[src/rtl/vram_arbiter_if.sv]
// Signal bundle between the raster adapter, the Z80 bus, the VRAM and vram_arbiter.
interface vram_arbiter_if;
    localparam int unsigned ADDR_W = 16;
    localparam int unsigned DATA_W = 8;

    logic              vid_req;
    logic [ADDR_W-1:0] vid_addr;
    logic [DATA_W-1:0] vid_data;
    logic              vid_ack;
    logic              cpu_req;
    logic              cpu_we;
    logic [ADDR_W-1:0] cpu_addr;
    logic [DATA_W-1:0] cpu_wdata;
    logic [DATA_W-1:0] cpu_rdata;
    logic              cpu_ready;
    logic [ADDR_W-1:0] mem_addr;
    logic              mem_we;
    logic [DATA_W-1:0] mem_wdata;
    logic [DATA_W-1:0] mem_rdata;

    modport slave (
        input  vid_req, vid_addr, cpu_req, cpu_we, cpu_addr, cpu_wdata, mem_rdata,
        output vid_data, vid_ack, cpu_rdata, cpu_ready, mem_addr, mem_we, mem_wdata
    );

    modport master (
        output vid_req, vid_addr, cpu_req, cpu_we, cpu_addr, cpu_wdata, mem_rdata,
        input  vid_data, vid_ack, cpu_rdata, cpu_ready, mem_addr, mem_we, mem_wdata
    );
endinterface

[src/rtl/vram_arbiter.sv]
// Shares the single-port VRAM between video fetch and Z80 access through a 3-stage pipeline.
// Define VRAM_CPU_ANTISTARVE_EN to let a starved CPU access jump ahead of one video fetch.
module vram_arbiter #(
    parameter int unsigned MAX_CPU_WAIT = 8
) (
    input  logic           CLOCK,
    input  logic           RESET,
    vram_arbiter_if.slave  bus
);
    localparam int unsigned ADDR_W = 16;
    localparam int unsigned DATA_W = 8;

    typedef enum logic [1:0] {T_NONE, T_VID, T_CPU} tag_t;
    typedef enum logic [1:0] {C_IDLE, C_ISSUED, C_DONE} cpu_state_t;

    if (MAX_CPU_WAIT < 1) begin : g_param_check
        $error("MAX_CPU_WAIT must be at least 1");
    end

    tag_t              tag_q1, tag_q2, tag_d;
    logic              we_q2;
    cpu_state_t        cpu_state, cpu_state_d;
    logic              cpu_elig;
    logic              cpu_grant;
    logic [ADDR_W-1:0] mem_addr_d;
    logic              mem_we_d;
    logic [DATA_W-1:0] mem_wdata_d;

    assign cpu_elig = (cpu_state == C_IDLE) && bus.cpu_req;

`ifdef VRAM_CPU_ANTISTARVE_EN
    localparam int unsigned CNT_W = $clog2(MAX_CPU_WAIT + 1);

    logic [CNT_W-1:0]  wait_cnt, wait_cnt_d;
    logic              pend_v, pend_v_d;
    logic [ADDR_W-1:0] pend_addr, pend_addr_d;
    logic              starve;

    assign starve = (wait_cnt >= CNT_W'(MAX_CPU_WAIT));

    always_ff @(posedge CLOCK or posedge RESET) begin
        if (RESET) begin
            wait_cnt  <= '0;
            pend_v    <= 1'b0;
            pend_addr <= '0;
        end else begin
            wait_cnt  <= wait_cnt_d;
            pend_v    <= pend_v_d;
            pend_addr <= pend_addr_d;
        end
    end
`endif

    // Slot grant, issue-stage payload and CPU port next state
    always_comb begin
        tag_d       = T_NONE;
        cpu_grant   = 1'b0;
        mem_addr_d  = bus.mem_addr;
        mem_we_d    = 1'b0;
        mem_wdata_d = bus.mem_wdata;
        cpu_state_d = cpu_state;
`ifdef VRAM_CPU_ANTISTARVE_EN
        wait_cnt_d  = wait_cnt;
        pend_v_d    = pend_v;
        pend_addr_d = pend_addr;

        if (pend_v) begin
            tag_d       = T_VID;
            mem_addr_d  = pend_addr;
            pend_v_d    = bus.vid_req;
            pend_addr_d = bus.vid_addr;
        end else if (bus.vid_req && !(starve && cpu_elig)) begin
            tag_d      = T_VID;
            mem_addr_d = bus.vid_addr;
        end else if (cpu_elig) begin
            cpu_grant = 1'b1;
            if (bus.vid_req) begin
                pend_v_d    = 1'b1;
                pend_addr_d = bus.vid_addr;
            end
        end

        if (cpu_grant) begin
            wait_cnt_d = '0;
        end else if (cpu_elig && (wait_cnt < CNT_W'(MAX_CPU_WAIT))) begin
            wait_cnt_d = wait_cnt + CNT_W'(1);
        end
`else
        if (bus.vid_req) begin
            tag_d      = T_VID;
            mem_addr_d = bus.vid_addr;
        end else if (cpu_elig) begin
            cpu_grant = 1'b1;
        end
`endif
        if (cpu_grant) begin
            tag_d      = T_CPU;
            mem_addr_d = bus.cpu_addr;
            mem_we_d   = bus.cpu_we;
            if (bus.cpu_we) begin
                mem_wdata_d = bus.cpu_wdata;
            end
        end

        case (cpu_state)
            C_IDLE:   if (cpu_grant) cpu_state_d = C_ISSUED;
            C_ISSUED: if (tag_q2 == T_CPU) cpu_state_d = C_DONE;
            C_DONE:   cpu_state_d = C_IDLE;
            default:  cpu_state_d = C_IDLE;
        endcase
    end

    always_ff @(posedge CLOCK or posedge RESET) begin
        if (RESET) begin
            cpu_state     <= C_IDLE;
            tag_q1        <= T_NONE;
            tag_q2        <= T_NONE;
            we_q2         <= 1'b0;
            bus.mem_addr  <= '0;
            bus.mem_we    <= 1'b0;
            bus.mem_wdata <= '0;
            bus.vid_data  <= '0;
            bus.vid_ack   <= 1'b0;
            bus.cpu_rdata <= '0;
            bus.cpu_ready <= 1'b0;
        end else begin
            cpu_state     <= cpu_state_d;
            tag_q1        <= tag_d;
            tag_q2        <= tag_q1;
            we_q2         <= bus.mem_we;
            bus.mem_addr  <= mem_addr_d;
            bus.mem_we    <= mem_we_d;
            bus.mem_wdata <= mem_wdata_d;
            bus.vid_ack   <= (tag_q2 == T_VID);
            bus.cpu_ready <= (tag_q2 == T_CPU);
            if (tag_q2 == T_VID) begin
                bus.vid_data <= bus.mem_rdata;
            end
            // Writes complete with a ready pulse but leave the last read byte in place
            if ((tag_q2 == T_CPU) && !we_q2) begin
                bus.cpu_rdata <= bus.mem_rdata;
            end
        end
    end
endmodule
[src/flat_wrapper.sv]
// flat-port wrapper written by rule: the top's interface ports become plain ports
module vram_arbiter_flat 
#(
    parameter int unsigned MAX_CPU_WAIT = 8
)
  (CLOCK, RESET, bus_vid_req, bus_vid_addr, bus_cpu_req, bus_cpu_we, bus_cpu_addr, bus_cpu_wdata, bus_mem_rdata, bus_vid_data, bus_vid_ack, bus_cpu_rdata, bus_cpu_ready, bus_mem_addr, bus_mem_we, bus_mem_wdata);
  vram_arbiter_if bus_i ();
  input  logic CLOCK;
  input  logic RESET;
  input wire logic [$bits(bus_i.vid_req)-1:0] bus_vid_req;
  input wire logic [$bits(bus_i.vid_addr)-1:0] bus_vid_addr;
  input wire logic [$bits(bus_i.cpu_req)-1:0] bus_cpu_req;
  input wire logic [$bits(bus_i.cpu_we)-1:0] bus_cpu_we;
  input wire logic [$bits(bus_i.cpu_addr)-1:0] bus_cpu_addr;
  input wire logic [$bits(bus_i.cpu_wdata)-1:0] bus_cpu_wdata;
  input wire logic [$bits(bus_i.mem_rdata)-1:0] bus_mem_rdata;
  output wire logic [$bits(bus_i.vid_data)-1:0] bus_vid_data;
  output wire logic [$bits(bus_i.vid_ack)-1:0] bus_vid_ack;
  output wire logic [$bits(bus_i.cpu_rdata)-1:0] bus_cpu_rdata;
  output wire logic [$bits(bus_i.cpu_ready)-1:0] bus_cpu_ready;
  output wire logic [$bits(bus_i.mem_addr)-1:0] bus_mem_addr;
  output wire logic [$bits(bus_i.mem_we)-1:0] bus_mem_we;
  output wire logic [$bits(bus_i.mem_wdata)-1:0] bus_mem_wdata;
  assign bus_i.vid_req = bus_vid_req;
  assign bus_i.vid_addr = bus_vid_addr;
  assign bus_i.cpu_req = bus_cpu_req;
  assign bus_i.cpu_we = bus_cpu_we;
  assign bus_i.cpu_addr = bus_cpu_addr;
  assign bus_i.cpu_wdata = bus_cpu_wdata;
  assign bus_i.mem_rdata = bus_mem_rdata;
  assign bus_vid_data = bus_i.vid_data;
  assign bus_vid_ack = bus_i.vid_ack;
  assign bus_cpu_rdata = bus_i.cpu_rdata;
  assign bus_cpu_ready = bus_i.cpu_ready;
  assign bus_mem_addr = bus_i.mem_addr;
  assign bus_mem_we = bus_i.mem_we;
  assign bus_mem_wdata = bus_i.mem_wdata;
  vram_arbiter #(.MAX_CPU_WAIT(MAX_CPU_WAIT)) u_core (.CLOCK(CLOCK), .RESET(RESET), .bus(bus_i));
endmodule
[config.mk]
export PLATFORM = sky130hd
export DESIGN_NAME = vram_arbiter_flat
export DESIGN_NICKNAME = d
export VERILOG_FILES = /design/src/rtl/vram_arbiter_if.sv /design/src/rtl/vram_arbiter.sv /design/src/flat_wrapper.sv
export SDC_FILE = /design/constraint.sdc
export NUM_CORES = 1
export LEC_CHECK = 0
export BUFFER_PORTS_ARGS = -buffer_cell sky130_fd_sc_hd__buf_2
export CORE_MARGIN = 2
export CORE_UTILIZATION = 26
export DETAILED_ROUTE_END_ITERATION = 16
export PLACE_DENSITY = 0.59
export SETUP_SLACK_MARGIN = 0.5
export SLEW_MARGIN = 20
export SYNTH_ARGS = -nofsm -noshare
export SYNTH_HDL_FRONTEND = slang
export SYNTH_SLANG_ARGS = --single-unit
[constraint.sdc]
create_clock -name CLOCK -period 2.45 [get_ports CLOCK]
set_input_delay 0.1225 -clock CLOCK [delete_from_list [all_inputs] [get_ports CLOCK]]
set_output_delay 0.1225 -clock CLOCK [all_outputs]
set_load 0.02 [all_outputs]
==> results.json <==
{
  "outcome": "completed",
  "cts_buffer_depth": 2,
  "netlist_top_cells_area": "dfrtp_1 (63%), mux2_2 (14%), a21oi_1 (8.1%)",
  "diodes": 0,
  "cts_tree": "done",
  "crit_path_start_kind": "flop",
  "start_util": 0.271,
  "critPathMaxStageDelay_ns": 0.41,
  "areaGrowthSynthToFinish_pct": 37.2,
  "clock-root-buffer": "clkbuf_8",
  "vdd_drop_max_mv": 0.460,
  "vias_per_cell": 4.17,
  "drive_gt1_frac": 0.519,
  "fin_crit_sh": 0.603,
  "ys_ff_latch": 50,
  "fin_nets": 310,
  "wl_per_cell_um": 11.8,
  "drtIter0Drc": 62,
  "worst_pin_slew_ns": 0.627,
  "grt-ovfl-total": 0,
  "cp-end-kind": "flop",
  "arrival_ns": 1.66,
  "hold_path_class": "primary input to flop",
  "finalClockSkew_ns": 0.0110,
  "portBuffers": 95,
  "wl_mm": 4.23,
  "cap_viol_max_count": 0,
  "yosysWarnings": 0,
  "fmax_mhz": 677,
  "power_uw": 2760,
  "fillers": 779,
  "cts.sinks": 50,
  "slew_headroom": 0.582,
  "final_common_cell": "buf_2",
  "drc": 0,
  "grt_usage": 0.104,
  "power.leakage_uw": 0.00137,
  "netlist_instances": 160,
  "cts_buffers": 5,
  "first_pass_iters": 3,
  "std_cell_rows": 31,
  "period_needed_ns": 1.48,
  "hpwl_mm": 3.08,
  "syn-num-nets": 213,
  "cp_max_fo": 8,
  "yosysUniqueCellTypes": 15,
  "ys_seq_area_frac": 0.633,
  "setup_violations": 0,
  "crit_slowest_cell": "nor2_2",
  "finalSetupTns_ns": 0,
  "rsz0062_at_grt": "false",
  "grt_pass1_vias": 1422,
  "antenna_found_initial": 0,
  "grt_pass1_wl_mm": 6.80,
  "insertion_delay_ns": 0.30,
  "htreeDepth": 2,
  "p_per_area_nw_per_um2": 1020,
  "cp.required_ns": 2.63,
  "layout_common_cells": "buf_2 (95), dfrtp_1 (50), a21oi_1 (32)",
  "die_x_um": 91.2,
  "drv_slew": 0,
  "synth.largest_area_cell": "dfrtp_1",
  "die_area_um2": 8320,
  "cts_resized": 0,
  "drtAntennaViolNets": 0,
  "critPathLaunch": "u_core.tag_q2[0]",
  "grt_max_degree": 51,
  "num_io_pins": 96,
  "die_h_um": 91.2,
  "path_class": "flop to flop",
  "clk_pin_slew_ns": 0.09,
  "hp-start": "bus_cpu_wdata[2]",
  "path_cells": "nand2b_1 > nor2_2 > mux2_2",
  "r2r_start": "u_core.tag_q2[0]",
  "vias": 1490,
  "hold_violations": 0,
  "core_area_um2": 7290,
  "synth_top_area_share": 0.633,
  "gp_congestion": 0.689,
  "netlist_area_um2": 1980,
  "avgSynthCellArea_um2": 12.4
}
Yosys cell counts:
cell type / count
nor2_1: 2
nor3b_4: 1
a21oi_1: 32
nand2_1: 16
mux2_2: 24
nor2_2: 1
buf_2: 4
nand3b_4: 1
o22ai_1: 1
nor2b_1: 17
nand2b_1: 2
dfrtp_1: 50
inv_1: 3
or3b_1: 1
clkbuf_1: 5
logic make-up (layout without fill, tap and decap cells):
| logic type | Yosys count | count (layout) | share of synthesized area |
|---|---|---|---|
| multiplexers | 24 | 24 | 0.137 |
| AND/OR/NAND/NOR | 41 | 41 | 0.121 |
| AO/OA/AOI/OAI | 33 | 33 | 0.0841 |
| flip-flops | 50 | 50 | 0.633 |
| buffers and inverters | 12 | 110 | 0.0253 |
registers in the layout (all words and copies together) (netlist names):
name / cells
u_core.bus.cpu_rdata: 8
u_core.bus.cpu_ready: 1
u_core.bus.mem_addr: 16
u_core.bus.mem_wdata: 8
u_core.bus.mem_we: 1
u_core.bus.vid_ack: 1
u_core.bus.vid_data: 8
u_core.cpu_state: 2
u_core.tag_q1: 2
u_core.tag_q2: 2
u_core.we_q2: 1
layout make-up:
class | instances | area [µm²] | area share
Clock buffer | 6 | 82.6 | 0.0304
Timing Repair Buffer | 99 | 508 | 0.187
Tap cell | 99 | 124 | 0.0456
Inverter | 3 | 11.3 | 0.00415
Multi-Input combinational cell | 98 | 677 | 0.249
Sequential cell | 50 | 1250 | 0.461
Clock inverter | 2 | 60.1 | 0.0221
worst paths after layout:
kind,end,slack (ns),cells after the start
worst max-delay path,u_core.bus.cpu_rdata[4],0.97,3
worst min-delay path,u_core.bus.mem_wdata[2],0.05,2
worst max register to register,u_core.bus.cpu_rdata[4],0.97,3
worst min register to register,u_core.tag_q2[0],0.36,0
max in group asynchronous,u_core.bus.cpu_rdata[0],1.48,4
min in group asynchronous,u_core.bus.mem_wdata[6],0.52,4
through the flow:
stage                     std cells  hold slack, ns  setup WS, ns   util  instance area [µm²]
after global placement          348           0.329         0.965  0.351                 2560
after global routing            357          0.0267         0.837  0.372                 2710
final                           357          0.0453         0.973  0.372                 2710
after CTS                       357          0.0345         0.919  0.372                 2710
after detailed placement        348           0.328         0.932  0.351                 2560
after floorplan                 160           0.273          1.13      -                 1980
metal layers:
layer	vias up	part of all wire	track usage
li1	729	-	-
met1	706	0.43	0.132
met2	49	0.50	0.160
met3	6	0.067	0.0382
met4	0	0.011	0.0417
met5	-	0	0
critical path: cells and delay by family, from the launching register on:
family / cells / cell delay (ns)
flip-flops: 1 / 0.38
multiplexers: 1 / 0.39
AND/OR/NAND/NOR: 2 / 0.59
power by group:
group	internal [µW]	total, µW	switching [µW]
registers	1050	1160	109
logic	367	898	531
clock network	435	704	268
what timing repair did:
| item | in CTS | in global routing |
|---|---|---|
| endpoints found under the hold margin | 39 | 0 |
| hold buffers | 1 | 0 |
| setup buffers | 0 | 0 |
Note: power is estimated with default switching activity, not from simulation.
